`config.mk`:
```
export PLATFORM = sky130hd
export DESIGN_NAME = icap_s6_reg_access
export DESIGN_NICKNAME = d
export VERILOG_FILES = /design/src/rtl/icap_s6_reg_access.sv
export SDC_FILE = /design/constraint.sdc
export NUM_CORES = 1
export LEC_CHECK = 0
export ABC_AREA = 1
export CAP_MARGIN = 25
export CORE_MARGIN = 2
export CORE_UTILIZATION = 67
export DETAILED_ROUTE_END_ITERATION = 16
export DONT_BUFFER_PORTS = 1
export PLACE_DENSITY = 0.89
export RECOVER_POWER = 50
export SLEW_MARGIN = 25
export SYNTH_ARGS = -nofsm -noshare
export SYNTH_HDL_FRONTEND = slang
export SYNTH_SLANG_ARGS = --single-unit
```
`constraint.sdc`:
```
create_clock -name CLK -period 4 [get_ports CLK]
set_input_delay 0.6 -clock CLK [delete_from_list [all_inputs] [get_ports CLK]]
set_output_delay 0.6 -clock CLK [all_outputs]
set_load 0.02 [all_outputs]
```
`src/rtl/icap_s6_reg_access.sv`:
```
// Single-word ICAP configuration-register access engine for Spartan-6.
// Expands one read/write request into sync, Type-1 header, data/readback, desync.
module icap_s6_reg_access #(
  parameter bit BIT_SWAP = 1'b0,
  parameter int NOOP_PAD = 2,
  parameter int TIMEOUT  = 64
) (
  input  logic        CLK,
  input  logic        RST,
  input  logic        req_valid,
  output logic        req_ready,
  input  logic        req_write,
  input  logic [5:0]  req_addr,
  input  logic [15:0] req_wdata,
  output logic        rsp_valid,
  output logic [15:0] rsp_rdata,
  output logic        rsp_err,
  output logic        icap_ce,
  output logic        icap_write,
  output logic [15:0] icap_i,
  input  logic [15:0] icap_o,
  input  logic        icap_busy
);

  localparam int CW = 10;

  typedef enum logic [3:0] {
    IDLE, SYNC, HDR, WDATA, RPAD, RCE_OFF, RMODE, RWAIT,
    RBACK_CE, RBACK_WR, DESYNC, DONE
  } state_e;

  function automatic logic [15:0] swap16(input logic [15:0] w);
    logic [15:0] r;
    r = '0;
    for (int b = 0; b < 8; b++) begin
      r[b]     = w[7-b];
      r[8+b]   = w[15-b];
    end
    return r;
  endfunction

  function automatic logic [15:0] sync_word(input logic [1:0] idx);
    logic [15:0] w;
    case (idx)
      2'd0:    w = 16'hFFFF;
      2'd1:    w = 16'hAA99;
      2'd2:    w = 16'h5566;
      default: w = 16'h2000;
    endcase
    return w;
  endfunction

  function automatic logic [15:0] desync_word(input logic [1:0] idx);
    logic [15:0] w;
    case (idx)
      2'd0:    w = 16'h30A1;
      2'd1:    w = 16'h000D;
      default: w = 16'h2000;
    endcase
    return w;
  endfunction

  state_e        state_q, state_d;
  logic [CW-1:0] cnt_q, cnt_d;
  logic          wr_q, wr_d;
  logic [5:0]    addr_q, addr_d;
  logic [15:0]   wdata_q, wdata_d;
  logic [15:0]   rdata_q, rdata_d;
  logic          err_q, err_d;
  logic          req_ready_q, req_ready_d;
  logic          rsp_valid_q, rsp_valid_d;
  logic [15:0]   rsp_rdata_q, rsp_rdata_d;
  logic          rsp_err_q, rsp_err_d;
  logic          icap_ce_q, icap_ce_d;
  logic          icap_write_q, icap_write_d;
  logic [15:0]   icap_i_q, icap_i_d;
  logic [15:0]   word;

  always_comb begin
    state_d = state_q;
    cnt_d   = cnt_q;
    wr_d    = wr_q;
    addr_d  = addr_q;
    wdata_d = wdata_q;
    rdata_d = rdata_q;
    err_d   = err_q;
    case (state_q)
      IDLE: if (req_valid && req_ready_q) begin
        state_d = SYNC;
        cnt_d   = '0;
        wr_d    = req_write;
        addr_d  = req_addr;
        wdata_d = req_wdata;
        rdata_d = '0;
        err_d   = 1'b0;
      end
      SYNC: if (cnt_q == CW'(3)) begin
        state_d = HDR;
        cnt_d   = '0;
      end else cnt_d = cnt_q + CW'(1);
      HDR: begin
        state_d = wr_q ? WDATA : RPAD;
        cnt_d   = '0;
      end
      WDATA: begin
        state_d = DESYNC;
        cnt_d   = '0;
      end
      RPAD: if (cnt_q == CW'(NOOP_PAD - 1)) state_d = RCE_OFF;
            else cnt_d = cnt_q + CW'(1);
      RCE_OFF: state_d = RMODE;
      RMODE: begin
        state_d = RWAIT;
        cnt_d   = '0;
      end
      // First RWAIT cycle only presents CE; data is sampled from the second on.
      RWAIT: if (cnt_q != '0 && !icap_busy) begin
        rdata_d = BIT_SWAP ? swap16(icap_o) : icap_o;
        state_d = RBACK_CE;
      end else if (cnt_q >= CW'(TIMEOUT - 1)) begin
        rdata_d = '0;
        err_d   = 1'b1;
        state_d = RBACK_CE;
      end else cnt_d = cnt_q + CW'(1);
      RBACK_CE: state_d = RBACK_WR;
      RBACK_WR: begin
        state_d = DESYNC;
        cnt_d   = '0;
      end
      DESYNC: if (cnt_q == CW'(3)) state_d = DONE;
              else cnt_d = cnt_q + CW'(1);
      DONE:    state_d = IDLE;
      default: state_d = IDLE;
    endcase

    // Outputs are registered, so they are decoded from the state being entered.
    word         = 16'hFFFF;
    icap_ce_d    = 1'b1;
    icap_write_d = 1'b0;
    case (state_d)
      SYNC:     begin icap_ce_d = 1'b0; word = sync_word(cnt_d[1:0]); end
      HDR:      begin icap_ce_d = 1'b0; word = {3'b001, (wr_d ? 2'b10 : 2'b01), addr_d, 5'd1}; end
      WDATA:    begin icap_ce_d = 1'b0; word = wdata_d; end
      RPAD:     begin icap_ce_d = 1'b0; word = 16'h2000; end
      RMODE:    icap_write_d = 1'b1;
      RWAIT:    begin icap_ce_d = 1'b0; icap_write_d = 1'b1; end
      RBACK_CE: icap_write_d = 1'b1;
      DESYNC:   begin icap_ce_d = 1'b0; word = desync_word(cnt_d[1:0]); end
      default:  ;
    endcase
    icap_i_d    = BIT_SWAP ? swap16(word) : word;
    req_ready_d = (state_d == IDLE);
    rsp_valid_d = (state_d == DONE);
    rsp_rdata_d = rsp_rdata_q;
    rsp_err_d   = rsp_err_q;
    if (state_d == DONE) begin
      rsp_rdata_d = wr_d ? 16'h0000 : rdata_d;
      rsp_err_d   = !wr_d && err_d;
    end
  end

  always_ff @(posedge CLK) begin
    if (RST) begin
      state_q      <= IDLE;
      cnt_q        <= '0;
      wr_q         <= 1'b0;
      addr_q       <= '0;
      wdata_q      <= '0;
      rdata_q      <= '0;
      err_q        <= 1'b0;
      req_ready_q  <= 1'b0;
      rsp_valid_q  <= 1'b0;
      rsp_rdata_q  <= '0;
      rsp_err_q    <= 1'b0;
      icap_ce_q    <= 1'b1;
      icap_write_q <= 1'b0;
      icap_i_q     <= 16'hFFFF;
    end else begin
      state_q      <= state_d;
      cnt_q        <= cnt_d;
      wr_q         <= wr_d;
      addr_q       <= addr_d;
      wdata_q      <= wdata_d;
      rdata_q      <= rdata_d;
      err_q        <= err_d;
      req_ready_q  <= req_ready_d;
      rsp_valid_q  <= rsp_valid_d;
      rsp_rdata_q  <= rsp_rdata_d;
      rsp_err_q    <= rsp_err_d;
      icap_ce_q    <= icap_ce_d;
      icap_write_q <= icap_write_d;
      icap_i_q     <= icap_i_d;
    end
  end

  assign req_ready  = req_ready_q;
  assign rsp_valid  = rsp_valid_q;
  assign rsp_rdata  = rsp_rdata_q;
  assign rsp_err    = rsp_err_q;
  assign icap_ce    = icap_ce_q;
  assign icap_write = icap_write_q;
  assign icap_i     = icap_i_q;

endmodule

```
-- After elaboration in Yosys (flattened, before gate mapping)
Cells that the tools add are included.
- multiplexer cells: 36
- eq/ne operators: 28
- reductions and logical operators: 15
- bitwise logic cells: 0
- $lt $le $gt $ge: 1
- multipliers: 0
- shifts and indexed selects: 0
- div/mod/pow operators: 0
- $add $sub $neg: 1
- operators by type and width (operator ; number):
    $mux W16 ; 6
    $pmux W16 S5 ; 1
    $mux W10 ; 6
    $pmux W10 S6 ; 1
    $pmux W16 S3 ; 1
    $pmux W4 S10 ; 1
    $pmux W16 S2 ; 1
    $eq A4 B3 Y1 const B ; 7
    $pmux W14 S2 ; 1
    $eq A4 B4 Y1 const B ; 6
    $mux W4 ; 6
    $eq A4 B2 Y1 const B ; 4
    $mux W6 ; 2
    $add A10 B1 Y10 const B ; 1
    $eq A10 B1 Y1 const B ; 1
    $eq A10 B2 Y1 const B ; 1
    $ge A10 B6 Y1 const B ; 1
    $ne A2 B2 Y1 const B ; 5
    $reduce_bool A10 Y1 ; 1
    $eq A4 B1 Y1 const B ; 2
    $logic_not A4 Y1 ; 2
    $mux W1 ; 7
    $reduce_and A6 Y1 ; 1
    $reduce_bool A6 Y1 ; 1
    other kinds (12) ; 15
- word-level logic and storage cells: 96
- memories kept: 0
- ROM bits: 0
- RAM bits: 0
- latch bits: 0
- output and inout bits: 37
- bits of input ports: 43
- bits in registers: 91

-- Logic depth before layout (Yosys ltp)
- depth after elaboration: 7
- depth in mapped cells: 16
- gate-level depth less buffers: 16

-- Least setup slack after synthesis
No wires, ideal clock.
- path type: register to register
- start point: reg cnt_q[0]
- end point: reg icap_i_q[10] (netlist: icap_i[10])
- setup slack: 2143 ps
- buffers on the path: 1
- library setup time: 125 ps
- clock period less this slack: 1857 ps
- data arrival time: 1732 ps
- data required time: 3875 ps
- cell stages (with the launch flop): 14
- path through: dfxtp_1 ha_1 inv_1 nor2_4 nand2_2 nand2_2 nand2_1 nor2_2 nand4_1 nand2_1 nor2_2 nor2_4 buf_6 nand3_1
- word-level cells in the longest chain between the ends: 7
- elaborated cells on any way between the ends: 29
- those cells by class: add/sub (1); order compare (1); eq/ne (9); mux (15); reduce/logical (3)
- RTL lines (what ; RTL line ; RTL):
    start, declared ; 64 ; logic [CW-1:0] cnt_q, cnt_d;
    start signal, assigned ; 180 ; cnt_q <= cnt_d;
    $add A10 B1 Y10 (tied with other cells) ; - ;
    $mux W10 / $logic_and A1 B1 Y1 (equally long branches) ; 120, 117 ;
    $mux W10 ; 117 ; RWAIT: if (cnt_q != '0 && !icap_busy) begin
    $pmux W10 S6 ; 87 ; case (state_q)
    $eq A2 B2 Y1 (tied with other cells) ; 44 ; case (idx)
    $pmux W16 S3 ; 44 ;
    $pmux W16 S5 * ; 140 ; case (state_d)
    end signal, assigned ; 192 ; icap_i_q <= icap_i_d;
    end, declared ; 76 ; logic [15:0] icap_i_q, icap_i_d;
Every way passes the cells marked *; elsewhere a longest branch is shown, timed or not. The select of a mux whose other input is x is not followed.
A chain may end at the register's enable or synchronous reset.

-- Final worst setup path
- start point: reg state_q[3]
- end point: reg rsp_rdata_q[10] (netlist: rsp_rdata[10])
- word-level cells in the longest chain between the ends: 4
- elaborated cells on any way between the ends: 23
- those cells by class: eq/ne (11); mux (10); reduce/logical (2)
- RTL lines (what ; RTL line ; RTL):
    start, declared ; 63 ; state_e state_q, state_d;
    start signal, assigned ; 179 ; state_q <= state_d;
    $eq A4 B4 Y1 (tied with other cells) ; 87 ;
    $reduce_or A2 Y1 (no source line) / $mux W4 (equally long branches) ; - ;
    $pmux W4 S10 ; 87 ;
    $eq A4 B4 Y1 ; 156 ; if (state_d == DONE) begin
    end signal, assigned ; 188 ; rsp_rdata_q <= rsp_rdata_d;
    end, declared ; 72 ; logic [15:0] rsp_rdata_q, rsp_rdata_d;
Several ways; a longest one is shown, not always the timed one.

==> results_dict.tcl <==
set metrics [dict create \
    max_clock_freq_ghz 0.338 \
    grt_usage_pct 29.7 \
    grt_most_used_layer "met2" \
    finalSetupTns_ps 0 \
    grtUsageMet3_pct 9.22 \
    synth_top_area_share_pct 45.9 \
    cts.sinks 91 \
    grtUsageMet1_pct 37.0 \
    worstHoldPathType "in2reg" \
    instances_no_fill 577 \
    cap_violations 0 \
    gp_congestion 0.972 \
    grt_pass1_vias 3133 \
    syn-num-nets 550 \
    core_um2 5820 \
    drcViolationCount 0 \
    die_h_um 81.0 \
    ys_seq_elements 91 \
    hold_buffers 0 \
    grt-ovfl-total 0 \
    avgSynthCellArea_um2 7.89 \
    cts-resized-gates 0 \
    dp.cells 561 \
    synth-warning-count 0 \
    crit_required_ps 4290 \
    hold_viol 0 \
    p_leak_nw 1.87 \
    cp_max_fo 17 \
    vias 3380 \
    synth_edf_count 0 \
    synth_common_cells "dfxtp_1 (91), nand2_1 (80), nor2_1 (78), nand3_1 (51), inv_1 (42)" \
    numPortBuffers 0 \
    startpoint_type "register" \
    grt_util_met2_pct 47.6 \
    clk_path_buf_depth 2 \
    setup_viol 0 \
    die_x_um 81.0 \
    avgRoutedWirePerCell_um 16.1 \
    finClkSkew_ps 9.85 \
    yosysMostFrequentCell "dfxtp_1" \
    synth_area_um2 3970 \
    syn2layout_area_growth_pct 4.60 \
    rows 28 \
    crit_arrival_ps 3250 \
    cts_setup_buffers 0 \
    cts_tree "yes" \
    firstDrtPassIters 6 \
    ant_nets 0 \
    place_hpwl_um 6450 \
    critPathKind "reg2reg" \
    clk_latency_ps 380 \
    slew_viol_final 0 \
    synthArstFlopShare_pct 0 \
    hold-worst-slack_ps 279 \
    combPwrFrac_pct 8.3 \
    antenna_found_initial 0 \
    ios 80 \
    syn_inst 503 \
    critPathCaptureType "register" \
    min_period_over_period_pct 74.0 \
    yosys.cell_types.count 36 \
    root_buffer "clkbuf_8" \
    grt_pass1_wl_um 14800 \
    clk_pin_slew_ps 90 \
    cts_inserted_buffers 9 \
    switching_share_pct 25.6 \
    dieArea_um2 6560 \
    yosysTopAreaCell "dfxtp_1" \
    viasPerCell 5.86 \
    internal_power_mw 1.36 \
    ctsHtreeMaxLevel 3 \
    layout-drive-gt1-share_pct 9.56 \
    ir_drop_mv 0.372 \
    ys_seq_area_share_pct 45.9 \
    slew-limit-headroom_pct 38.7 \
    grt_max_degree 54 \
    insertedDiodeCount 0 \
    grt_setup_unrepaired "false" \
    nFillCells 466 \
    outcome "completed" \
    final_cell_area_um2 4150 \
    tightest_slew_ps 917 \
    drtIter0Drc 309 \
    seq_power_share_pct 53.3 \
    period_minus_slack_ps 2960 \
    place_area_um2 3970 \
    start_util_pct 68.3 \
    synth_area_leaders "dfxtp_1 (46%), nand2_1 (7.6%), nor2_1 (7.4%)" \
    p_per_area_nw_per_um2 439 \
    p_clk_share_pct 38.4 \
    switching_power_mw 0.467 \
    synthFlopType "dfxtp_1" \
    nNetsFinal 544 \
    totalWireLength_um 9300 \
]
cell usage in the layout (no fill, tap or decap), types with 2 or more instances in the layout:
| cell type | n |
|---|---|
| mux2i_1 | 23 |
| a22oi_1 | 16 |
| nor2_1 | 81 |
| nand2_1 | 81 |
| nand4_1 | 5 |
| dfxtp_1 | 91 |
| or2_2 | 6 |
| nor2_4 | 3 |
| o21ai_0 | 25 |
| clkinvlp_4 | 2 |
| clkbuf_8 | 10 |
| a21oi_1 | 11 |
| clkbuf_1 | 2 |
| nand3_1 | 55 |
| o21ai_1 | 2 |
| nand3b_1 | 2 |
| ha_1 | 4 |
| inv_2 | 6 |
| o22a_1 | 6 |
| nor2_2 | 9 |
| nor3_1 | 2 |
| bufinv_16 | 2 |
| inv_1 | 42 |
| nand2_2 | 7 |
flip-flops by register name (all words and copies together), names as in the netlist:
signal and cells:
err_q 1, addr_q 6, req_ready 1, cnt_q 10
icap_ce 1, rsp_valid 1, wr_q 1, wdata_q 16
icap_write 1, rsp_rdata 16, icap_i 16, state_q 4
rsp_err 1, rdata_q 16
kinds of logic (layout without fill, tap and decap cells):
kind of cell / count (synthesis) / count (layout) / synth area share (%)
and+or+nand+nor: 255 / 255 / 30.0
DFF: 91 / 91 / 45.9
buffers and inverters: 66 / 65 / 7.03
AOI/OAI and AO/OA: 63 / 63 / 9.74
muxes: 23 / 23 / 5.89
adders and majority gates: 4 / 4 / 1.26
xor gates and xnor gates: 1 / 1 / 0.221
critical path, cell delays in order (launching register included):
cell and delay, ps:
dfxtp_1 380, nor2_1 300, nand3_1 720, mux2i_1 690, nand2_1 460, o21ai_0 320
stage by stage:
step	utilization, %	power, mW	setup WS [ps]
2_1_floorplan	-	1.12	2140
3_3_place_gp	68.3	1.13	1690
3_5_place_dp	68.3	1.14	1530
4_1_cts	72.2	1.82	1560
5_1_grt	71.4	1.88	762
6_report	71.4	1.82	1040
cell type report:
| type | count | area [um^2] | share of cell area, % |
|---|---|---|---|
| clock buffers | 11 | 141 | 3.40 |
| clock inverters | 5 | 83.8 | 2.02 |
| inverters | 48 | 180 | 4.34 |
| multi-input cells | 346 | 1830 | 44.0 |
| flip-flops and latches | 91 | 1820 | 43.9 |
| well taps | 75 | 93.8 | 2.26 |
| repair buffers | 1 | 3.75 | 0.0904 |
per-layer routing:
layer  vias up  part of all wire (%)  routed length, um
met5         -                     0                  0
met4         0                   2.7                250
met3        30                   7.8                728
met2       131                    49               4540
met1      1583                    41               3780
li1       1636                     -                  -
power by group through the flow:
stage | combinational [mW] | sequential (mW) | clock, mW
final | 0.151 | 0.972 | 0.701
after global routing | 0.168 | 0.975 | 0.732
after CTS | 0.150 | 0.972 | 0.700
after detailed placement | 0.148 | 0.993 | 0
after global placement | 0.142 | 0.992 | 0
after floorplan | 0.134 | 0.988 | 0
path summary, 6_finish.rpt:
kind / from / endpoint / slack (ps) / cells after the start
worst max register to register: state_q[3]$_SDFF_PP0_ / rsp_rdata[10]$_SDFFE_PP0P_ / 1040 / 5
worst min register to register: cnt_q[9]$_SDFFE_PP0P_ / cnt_q[9]$_SDFFE_PP0P_ / 500 / 2
worst max-delay path: state_q[3]$_SDFF_PP0_ / rsp_rdata[10]$_SDFFE_PP0P_ / 1040 / 5
worst min-delay path: RST / cnt_q[4]$_SDFFE_PP0P_ / 280 / 1
Power figures use the tool's default switching activity.
